--- src/rtl/rv32i_wb_stage.sv ---
// rv32i_wb_stage: writeback stage of the 5-stage RV32I pipeline.
// Selects writeback data (memory load, IO or ALU), aligns and sign-extends
// load data, registers the register-file write port (the forwarding bus is a
// combinational copy of it), counts retired instructions and runs the
// RUN/HALT/FAULT state machine.
//
// Ports:
//   clk, reset             clock, synchronous active-high reset
//   pc_in, iw_in, alu_in   PC, instruction word (0 = bubble), ALU result/address
//   wb_en_in, wb_reg_in    writeback enable and destination register
//   src_sel_in             0 = memory, 1 = IO, 2/3 = ALU
//   memif_rdata, io_rdata  raw RAM read word, IO read word
//   regif_*                registered register-file write port
//   df_wb_*                forwarding bus (copy of regif_*)
//   instret                retired-instruction counter
//   halted, fault          state == HALT, state == FAULT (or misalign pulse)
//   fault_pc               PC of the most recent misaligned load
//
// state | meaning
// ------+----------------------------------------------------
// RUN   | normal operation, writes and retires allowed
// HALT  | ebreak retired; frozen until reset
// FAULT | misaligned load seen; frozen until reset
module rv32i_wb_stage #(
  parameter int CNT_WIDTH        = 64,
  parameter bit HALT_ON_MISALIGN = 1'b1
) (
  input  logic                 clk,
  input  logic                 reset,
  input  logic [31:0]          pc_in,
  input  logic [31:0]          iw_in,
  input  logic [31:0]          alu_in,
  input  logic                 wb_en_in,
  input  logic [4:0]           wb_reg_in,
  input  logic [1:0]           src_sel_in,
  input  logic [31:0]          memif_rdata,
  input  logic [31:0]          io_rdata,
  output logic                 regif_we,
  output logic [4:0]           regif_waddr,
  output logic [31:0]          regif_wdata,
  output logic                 df_wb_enable,
  output logic [4:0]           df_wb_reg,
  output logic [31:0]          df_wb_data,
  output logic [CNT_WIDTH-1:0] instret,
  output logic                 halted,
  output logic                 fault,
  output logic [31:0]          fault_pc
);

  localparam logic [31:0] EBREAK = 32'h0010_0073;
  localparam logic [6:0]  OP_LOAD = 7'b0000011;

  typedef enum logic [1:0] {RUN, HALT, FAULT} state_t;

  state_t state, state_next;

  logic [6:0]  opcode;
  logic [2:0]  funct3;
  logic [1:0]  off;
  logic [31:0] shifted;
  logic [31:0] load_data;
  logic [31:0] sel_data;
  logic        misaligned;
  logic        wr;
  logic        ret;
  logic        capture_pc;
  logic        pulse_next;
  logic        fault_pulse;

  assign opcode = iw_in[6:0];
  assign funct3 = iw_in[14:12];
  assign off    = alu_in[1:0];

  // Bring the addressed byte/halfword down to bit 0.
  assign shifted = memif_rdata >> {off, 3'b000};

  always_comb begin
    load_data = memif_rdata;
    case (funct3)
      3'b000:  load_data = {{24{shifted[7]}}, shifted[7:0]};
      3'b100:  load_data = {24'b0, shifted[7:0]};
      3'b001:  load_data = {{16{shifted[15]}}, shifted[15:0]};
      3'b101:  load_data = {16'b0, shifted[15:0]};
      default: load_data = memif_rdata;
    endcase
  end

  always_comb begin
    case (src_sel_in)
      2'd0:    sel_data = load_data;
      2'd1:    sel_data = io_rdata;
      default: sel_data = alu_in;
    endcase
  end

  assign misaligned = (src_sel_in == 2'd0) && (opcode == OP_LOAD) &&
                      ((((funct3 == 3'b001) || (funct3 == 3'b101)) && off[0]) ||
                       ((funct3 == 3'b010) && (off != 2'b00)));

  // Next state plus the per-instruction qualifiers, which only apply in RUN.
  always_comb begin
    state_next = state;
    wr         = 1'b0;
    ret        = 1'b0;
    capture_pc = 1'b0;
    pulse_next = 1'b0;
    if (state == RUN) begin
      wr  = wb_en_in && (wb_reg_in != 5'd0) && !misaligned;
      ret = (iw_in != 32'd0) && !misaligned;
      if (misaligned) begin
        capture_pc = 1'b1;
        if (HALT_ON_MISALIGN) state_next = FAULT;
        else                  pulse_next = 1'b1;
      end else if (iw_in == EBREAK) begin
        state_next = HALT;
      end
    end
  end

  always_ff @(posedge clk) begin
    if (reset) state <= RUN;
    else       state <= state_next;
  end

  always_ff @(posedge clk) begin
    if (reset) begin
      regif_we    <= 1'b0;
      regif_waddr <= 5'd0;
      regif_wdata <= 32'd0;
      instret     <= '0;
      fault_pc    <= 32'd0;
      fault_pulse <= 1'b0;
    end else begin
      regif_we    <= wr;
      regif_waddr <= wb_reg_in;
      regif_wdata <= sel_data;
      fault_pulse <= pulse_next;
      if (ret)        instret  <= instret + {{(CNT_WIDTH-1){1'b0}}, 1'b1};
      if (capture_pc) fault_pc <= pc_in;
    end
  end

  assign df_wb_enable = regif_we;
  assign df_wb_reg    = regif_waddr;
  assign df_wb_data   = regif_wdata;

  assign halted = (state == HALT);
  assign fault  = (state == FAULT) || fault_pulse;

endmodule
--- config.mk ---
export PLATFORM = sky130hd
export DESIGN_NAME = rv32i_wb_stage
export DESIGN_NICKNAME = d
export VERILOG_FILES = /design/src/rtl/rv32i_wb_stage.sv
export SDC_FILE = /design/constraint.sdc
export NUM_CORES = 1
export LEC_CHECK = 0
export BUFFER_PORTS_ARGS = -buffer_cell sky130_fd_sc_hd__buf_2
export CORE_MARGIN = 10
export CORE_UTILIZATION = 35
export CTS_BUF_LIST = sky130_fd_sc_hd__clkbuf_8
export CTS_CLUSTER_DIAMETER = 40
export DETAILED_ROUTE_END_ITERATION = 16
export GPL_TIMING_DRIVEN = 0
export MAX_ROUTING_LAYER = met4
export PLACE_DENSITY = 0.74
export REMOVE_ABC_BUFFERS = 1
export SYNTH_ARGS = -nofsm -noshare
export SYNTH_HDL_FRONTEND = slang
export SYNTH_SLANG_ARGS = --single-unit
--- constraint.sdc ---
create_clock -name clk -period 4.7 [get_ports clk]
set_input_delay 0.235 -clock clk [delete_from_list [all_inputs] [get_ports clk]]
set_output_delay 0.235 -clock clk [all_outputs]
set_load 0.005 [all_outputs]
; After elaboration in Yosys (flattened, before gate mapping)
; Index checks and enable logic that the tools add are counted.
[word_totals]
wordCells = 44
output_inout_bits = 174
regBits = 136
[op_classes]
addsub = 1
bitwise_logic = 1
mux = 7
reduce_logical = 19
eq_ne = 9
shifts = 1
[ops]
columns = operator, n
row1 = $pmux W32 S4, 1
row2 = $add A64 B1 Y64 const B, 1
row3 = $pmux W32 S2, 1
row4 = $eq A32 B21 Y1 const B, 1
row5 = $reduce_bool A32 Y1, 1
row6 = $shr A32 B5 Y16, 1
row7 = $eq A7 B2 Y1 const B, 1
row8 = $logic_and A1 B1 Y1, 7
row9 = $eq A3 B3 Y1 const B, 2
row10 = $reduce_bool A5 Y1, 1
row11 = $eq A2 B1 Y1 const B, 2
row12 = $logic_not A2 Y1, 2
row13 = $mux W2, 2
row14 = $reduce_bool A2 Y1, 2
row15 = $eq A3 B1 Y1 const B, 1
row16 = $eq A3 B2 Y1 const B, 1
row17 = $logic_not A3 Y1, 1
row18 = $mux W1, 3
row19 = $eq A2 B2 Y1 const B, 1
row20 = $logic_or A1 B1 Y1, 2
row21 = $reduce_and A2 Y1, 1
row22 = $reduce_or A2 Y1, 1
row23 = $logic_not A1 Y1, 1
row24 = $not A1 Y1, 1

; Logic depth before layout (Yosys ltp)
; Gate-level depths: netlist of the first run.
[logic_depth]
word_depth = 8
ltp_mapped = 9
depth_no_buf = 7

; Worst setup path after synthesis of the first run
; No wires, ideal clock.
[synth_path]
kind = register to register
start = register instret[3]
end = register instret[45]
arrival_time_ns = 2.195
path_buffers = 0
setup_time_ns = 0.070
stages_incl_launch_ff = 7
setup_slack_ns = 2.435
path_cell_list = dfxtp_1 -> nand4_2 -> or3_4 -> or3_4 -> nor4b_4 -> or3b_1 -> a21oi_1
[synth_via]
elab_chain_cells = 1
[synth_rtl]
columns = item, line_no
row1 = "start, declared", 44  ; output logic [CNT_WIDTH-1:0] instret,
row2 = "start signal, assigned", 138  ; if (ret) instret <= instret + {{(CNT_WIDTH-1){1'b0}}, 1'b1};
row3 = $add A64 B1 Y64, 138
; Every way passes these cells.
; A chain may end at the register's enable or synchronous reset.

; Worst setup path after layout of the first run
[layout_path]
start = input port alu_in[1]
end = register instret[35]
[layout_via]
elab_chain_cells = 7
[layout_rtl]
columns = item, line_no
row1 = "start, declared", 32  ; input logic [31:0] alu_in,
row2 = $reduce_bool A2 Y1, 98  ; ((funct3 == 3'b010) && (off != 2'b00)));
row3 = $logic_and A1 B1 Y1, 98
row4 = $logic_or A1 B1 Y1, 97  ; ((((funct3 == 3'b001) || (funct3 == 3'b101)) && off[0]) ||
row5 = $logic_and A1 B1 Y1, 96  ; assign misaligned = (src_sel_in == 2'd0) && (opcode == OP_LOAD) &&
row6 = $logic_not A1 Y1, 109  ; ret = (iw_in != 32'd0) && !misaligned;
row7 = $logic_and A1 B1 Y1, 109
row8 = $mux W1, 107  ; if (state == RUN) begin
; Every way passes these cells.

==> results of run 1 <==
-- critical path, stage by stage --
cell and delay, ns:
buf_2 0.36, nor2_1 0.12, o32ai_1 0.72, a211o_1 1.08, nor4_1 0.31, a31o_2 0.33
a21oi_1 0.11
-- layout make-up --
class | count | area, µm² | share of cell area, %
Antenna cell | 2 | 5.00 | 0.0546
Sequential cell | 136 | 2720 | 29.7
Multi-Input combinational cell | 595 | 3530 | 38.6
Tap cell | 260 | 325 | 3.55
Clock inverter | 15 | 223 | 2.43
Timing Repair Buffer | 375 | 2080 | 22.7
Inverter | 11 | 41.3 | 0.451
Clock buffer | 17 | 234 | 2.55
-- final timing paths --
kind | end | cells after the start | slack (ns)
worst max-delay path | instret[35] | 7 | 1.78
worst min-delay path | fault_pc[21] | 3 | 0.02
worst max register to register | instret[43] | 6 | 1.93
worst min register to register | fault_pc[31] | 2 | 0.45
-- per-stage QoR --
| step | std cells | total power, mW |
|---|---|---|
| after global routing | 1411 | 2.73 |
| after floorplan | 742 | 1.30 |
| after detailed placement | 1347 | 1.50 |
| final | 1411 | 2.63 |
| after CTS | 1409 | 2.65 |
| after global placement | 1345 | 1.49 |
-- logic make-up after synthesis --
group / Yosys count / share of synthesized area, %
AOI/OAI and AO/OA: 185 / 17.4
xor gates and xnor gates: 40 / 5.15
muxes: 12 / 2.00
adders and majority gates: 1 / 0.184
buffers and inverters: 104 / 8.16
DFF: 136 / 40.0
and+or+nand+nor: 357 / 27.1
-- power groups by stage --
stage	registers, mW	clock network [mW]	logic, mW
floorplan	1.22	0	0.0745
global placement	1.22	0	0.271
detailed placement	1.22	0	0.275
CTS	1.19	1.16	0.296
global route	1.20	1.21	0.324
finish	1.20	1.14	0.299
-- placed cells by master, fill, tap and decap left out, types with 3 or more instances in the layout --
cell,instances
buf_2,342
dfxtp_1,136
nand2_1,104
a21oi_1,93
nor2_1,66
xnor2_1,34
dlygate4sd3_1,30
nor3_1,28
o21ai_0,28
nor4_1,26
nand3_1,26
nand4_1,21
a221o_1,20
or3_1,17
clkbuf_8,17
nor2b_1,13
and3_1,12
inv_1,12
and4_1,11
mux2i_1,8
or4_1,7
a222oi_1,7
a22oi_1,7
o221ai_1,7
xor2_1,6
o31ai_1,6
bufinv_16,5
nand2b_1,4
inv_6,4
nor4b_1,3
mux2_2,3
-- cells in the mapped netlist, drive strengths merged, types with 4 or more instances --
| master | instances | area (µm²) |
|---|---|---|
| dfxtp | 136 | 2720 |
| nand2 | 104 | 390 |
| a21oi | 93 | 465 |
| nor2 | 66 | 248 |
| buf | 51 | 357 |
| clkbuf | 42 | 158 |
| xnor2 | 34 | 298 |
| nor3 | 29 | 150 |
| o21ai | 28 | 140 |
| nand3 | 27 | 140 |
| nor4 | 26 | 163 |
| nand4 | 22 | 144 |
| a221o | 20 | 200 |
| or3 | 20 | 136 |
| nor2b | 13 | 81.3 |
| and3 | 12 | 75.1 |
| and4 | 11 | 96.3 |
| inv | 11 | 41.3 |
| mux2i | 8 | 80.1 |
| a222oi | 7 | 70.1 |
| a22oi | 7 | 52.6 |
| o221ai | 7 | 61.3 |
| or4 | 7 | 52.6 |
| o31ai | 6 | 45.0 |
| xor2 | 6 | 52.6 |
| nand2b | 4 | 25.0 |
| nor4b | 4 | 50.1 |
-- per-layer routing --
metal	global-route usage (%)	part of all wire [%]	vias to the layer above
met5	-	0	-
met4	5.60	1.3	0
met3	5.50	8.0	22
met2	33.1	47	326
met1	27.3	43	3574
li1	-	-	3614
-- what timing repair did --
| item | in CTS | in global routing |
|---|---|---|
| resized for setup | 0 | 0 |
| endpoints found under the hold margin | 30 | 0 |
| hold buffers | 30 | 0 |
==> implementation parameters, run 1 <==
Parameter                              Value

Global route
  Total gr overflow    0
  Vias in the first global route    7,035
  Overall track demand over capacity in global routing    a little over a fifth
  Wire length of the first global-routing pass    around 43,000 µm
  Initial antenna violation count    2
  Largest net degree at the start of global routing    87

STA
  Final Hold Violating Endpoints    0
  Highest achievable clock rate    between 300 and 400 MHz
  Worst Tran Pin Value    roughly 1.3 ns
  Total setup violations reported at the end of the flow    0
  Setup_tns    0 ns
  Final worst clock skew    approximately 0.015 ns
  Period utilisation layout    between 60% and 70%
  Worst hold margin    between 0.02 and 0.025 ns
  Setup repair after global routing missed its margin    no
  Max-slew violation count    0
  Minimum clock period after layout    between 2 and 3 ns
  Worst path setup slack after routing    1.78 ns
  Remaining max-slew budget at the tightest pin    about 15%

Floorplanning
  Die Wd    between 150 and 200 µm
  Initial Utilization    ~36%
  Total number of placement rows    50
  Die height    about 160 µm
  Number of ports placed on the die boundary    344
  Die Area    about 25,000 µm²
  Standard cell core area    18,900 µm²

Synthesis
  Syn Std Cell Area    about 7000 µm²
  Asr flop ratio synth    0%
  Post-Syn Area per Cell    roughly 8.2 µm²
  Count of distinct cell types in the synthesized netlist    61
  Warning count from the yosys run    0
  Primary FF master, synth    dfxtp_1
  Sequential-to-total area share from yosys stat    around 40%
  Count of mapped cells out of synthesis    about 840
  Flop and latch count out of synthesis    136
  Number of enable flip-flop cells after synthesis    0

Pwr
  Seq pwr share    between 40% and 50%
  Clock group share of total power    43.2%
  Switching share of power    between 20% and 30%
  Combinational power share    11.4%
  Peak VDD IR    between 0.0002 and 0.00025 V
  Power density over cell area    between 200 and 300 nW/µm²
  Switch Pwr    0.673 mW
  Total internal power    1.96 mW
  Leakage component of the power    3.96 nW

Layout
  Core occupancy in the finished layout    approximately 48%
  Nets    roughly 1,300
  Largest register FFs    64
  Largest register by flop count    instret
  Final-layout fill cell count    about 1,900
  Layout cell share with drive strength beyond 1    between 30% and 40%
  Area grow syn2layout    34.6%
  Design area    around 9000 µm²

Critical path
  Category of the worst setup path launch point    primary input
  Req. time, crit path    approximately 5.1 ns
  Worst-path maximum fanout    34
  Capturing element type of the critical path    register
  Setup Crit Path Kind    primary input to register
  Critical path launch point    alu_in[1]
  Origin of the critical flop-to-flop path    instret[33]
  Data arrival at the endpoint of the critical path    3.30 ns

Job
  Maximum Capacitance Violations    0

Detailed routing
  Post-route antenna net violation count    0
  Post-detailed-routing wire length    about 28,000 µm
  Drt pass-1 iters    5
  Vias per cell    5.34
  Residual DRC count    0
  Routed wire per std cell    19.9 µm
  Vias    ~7,500
  Number of DRC markers after the initial detailed-route iteration    about 560

CTS
  Worst-Skew Late Latency    ~0.45 ns
  Inserted Clock Buffers    17
  Clock tree from TritonCTS    done
  Maximum level of the CTS H-tree    4
  CTS clk-pin slew, worst paths    approximately 0.090 ns
  CTS Root Cell    clkbuf_8
  Clk buf depth    2
  Number of setup buffers added after CTS    0
  TritonCTS sink count    around 140

Placement
  Placement Setup Slack    1.28 ns
  Routability cong.    roughly 0.97
  Port Buffers    around 340
  Standard cell area after detailed placement    8400 µm²
  Final HPWL from detailed placement    about 21,000 µm

Worst hold path
  Worst Hold Launch    pc_in[21]
  Min-Delay Path Class    primary input to register

Status
  Result of the run    complete, no violations
Power figures use the tool's default switching activity.
==> run 2: changes to the inputs <==
clock period = 2.8 ns   (was 4.7 ns; I/O delays follow)
==> implementation parameters, run 2 (synthesis results as in run 1) <==
Parameter                              Value

Status
  Result of the run    complete, no violations

STA
  Final worst clock skew    around 0.015 ns
  Highest achievable clock rate    between 300 and 400 MHz
  Remaining max-slew budget at the tightest pin    22.1%
  Final Hold Violating Endpoints    0
  Minimum clock period after layout    2.59 ns
  Total setup violations reported at the end of the flow    0
  Period utilisation layout    between 90 and 100%
  Setup_tns    0 ns
  Setup repair after global routing missed its margin    no
  Worst hold margin    0.0409 ns
  Worst Tran Pin Value    1.17 ns
  Max-slew violation count    0

Global route
  Initial antenna violation count    1
  Total gr overflow    0
  Overall track demand over capacity in global routing    approximately 22%
  Largest net degree at the start of global routing    slightly below 90
  Wire length of the first global-routing pass    approximately 44,000 µm
  Vias in the first global route    7,370

Pwr
  Power density over cell area    around 460 nW/µm²
  Clock group share of total power    42.6%
  Switching share of power    about a quarter
  Leakage component of the power    a little over 4 nW
  Combinational power share    approximately an eighth
  Total internal power    approximately 3.3 mW
  Sum of internal, switching and leakage power    4.47 mW
  Peak VDD IR    0.000336 V
  Seq pwr share    44.9%
  Switch Pwr    around 1.1 mW

Detailed routing
  Post-detailed-routing wire length    approximately 29,000 µm
  Vias    7,697
  Residual DRC count    0
  Routed wire per std cell    about 20 µm
  Vias per cell    between 5 and 6
  Post-route antenna net violation count    0
  Drt pass-1 iters    5
  Number of DRC markers after the initial detailed-route iteration    slightly below 600

Critical path
  R2R Path End    instret[38]
  Req. time, crit path    3.17 ns
  R2R Setup Slk    ~0.24 ns
  Origin of the critical flop-to-flop path    instret[0]
  Slowest CP cell    and3_1
  Count of buffer and inverter cells on the critical path    1
  Data arrival at the endpoint of the critical path    approximately 3.0 ns
  Number of gates on the worst path with buffers counted    6
  Category of the worst setup path launch point    primary input
  End point of the critical path    fault_pc[24]
  Cell chain of the critical path    buf_2 > nor2_1 > o32ai_1 > and3_1 > nand2_1 > a21oi_1
  Cells on worst reg2reg path    7
  Critical path launch point    alu_in[1]
  Slowest cell delay on critical path    roughly 1.1 ns
  Largest delay contributor family on the critical path    simple AND/OR/NAND/NOR gates
  Capturing element type of the critical path    register
  Worst-path maximum fanout    33
  Setup Crit Path Kind    primary input to register

Layout
  Nets    approximately 1,400
  Layout cell share with drive strength beyond 1    between 30% and 40%
  Largest register by flop count    instret
  Most frequent standard cell in the layout excluding fill and tap cells    buf_2
  Final-layout fill cell count    between 1,500 and 2,000
  Leading cell types in the layout, fill and taps excluded    buf_2, dfxtp_1, nand2_1
  Area grow syn2layout    41.7%
  Number of standard cells in the layout, taps in and fillers out    1,455
  Design area    about 9600 µm²
  Largest register FFs    between 60 and 70

CTS
  Clk buf depth    2
  CTS clk-pin slew, worst paths    ~0.090 ns
  Clock tree from TritonCTS    done
  Inserted Clock Buffers    17
  Worst-Skew Late Latency    0.45 ns
  TritonCTS sink count    136
  Maximum level of the CTS H-tree    4
  CTS Root Cell    clkbuf_8

Floorplanning
  Number of ports placed on the die boundary    344
  Die Area    25,400 µm²
  Total number of placement rows    50
  Standard cell core area    between 15,000 and 20,000 µm²
  Die Wd    ~160 µm
  Die height    roughly 160 µm
  Initial Utilization    between 30% and 40%

Placement
  Routability cong.    between 0.9 and 1
  Number of placed instances with taps included    ~1,300
  Port Buffers    approximately 340
  Final HPWL from detailed placement    between 20,000 and 25,000 µm
  Standard cell area after detailed placement    approximately 8400 µm²

Worst hold path
  Min-Delay Path Class    primary input to register

Job
  Maximum Capacitance Violations    0
## run 2: through the flow
stage               utilization [%]  setup slack, ns
finish                         51.0            0.207
global route                   51.0           0.0413
CTS                            50.8           0.0245
detailed placement             44.5           -0.522
global placement               44.1            -1.11
floorplan                         -          -0.0377
## run 2: worst reg2reg max path, cell delays in order, from the launching register on
cell and delay, ns:
dfxtp_1 0.41, ha_1 0.24, nand2_1 0.11, or3_2 0.51, nor3_1 0.28, nand3_4 0.23, or4_1 0.57, a21oi_1 0.15
## run 2: worst min path at each step
stage,from,end,slack (ns),depth (start not counted)
finish,iw_in[14],df_wb_data[30],0.04,3
global route,iw_in[14],df_wb_data[30],0.02,3
CTS,io_rdata[7],df_wb_data[7],0.004,5
detailed placement,wb_reg_in[4],df_wb_reg[4],0.37,2
global placement,wb_reg_in[4],df_wb_reg[4],0.36,2
floorplan,reset,df_wb_data[0],0.21,1
## run 2: power groups by stage
stage / Sequential [mW] / Clock, mW / Combinational (mW)
after floorplan: 2.06 / 0 / 0.125
after global placement: 2.05 / 0 / 0.455
after detailed placement: 2.05 / 0 / 0.462
after CTS: 2.00 / 1.95 / 0.549
after global routing: 2.01 / 2.03 / 0.602
final: 2.01 / 1.90 / 0.559
## run 2: per-layer routing
metal	routed length, µm	GRT usage [%]	vias up
li1	-	-	3696
met1	12400	28.2	3657
met2	13900	34.7	318
met3	2340	5.27	26
met4	383	6.02	0
met5	0	-	-
## run 2: final cells by class
cell class | instances | area [µm²] | area share [%]
clock inverter | 15 | 223 | 2.31
clock buffer | 17 | 234 | 2.43
inverter | 11 | 41.3 | 0.428
tap | 260 | 325 | 3.37
multi-input combinational | 595 | 3560 | 37.0
sequential | 136 | 2720 | 28.2
timing repair buffer | 420 | 2530 | 26.2
antenna | 1 | 2.50 | 0.0260
## run 2: repair_timing
action	CTS	global route
buffers inserted	0	1
pin swaps	0	1
setup endpoints to repair	1	23
hold buffers	74	0
endpoints found under the hold margin	68	0
gates resized for setup	1	7
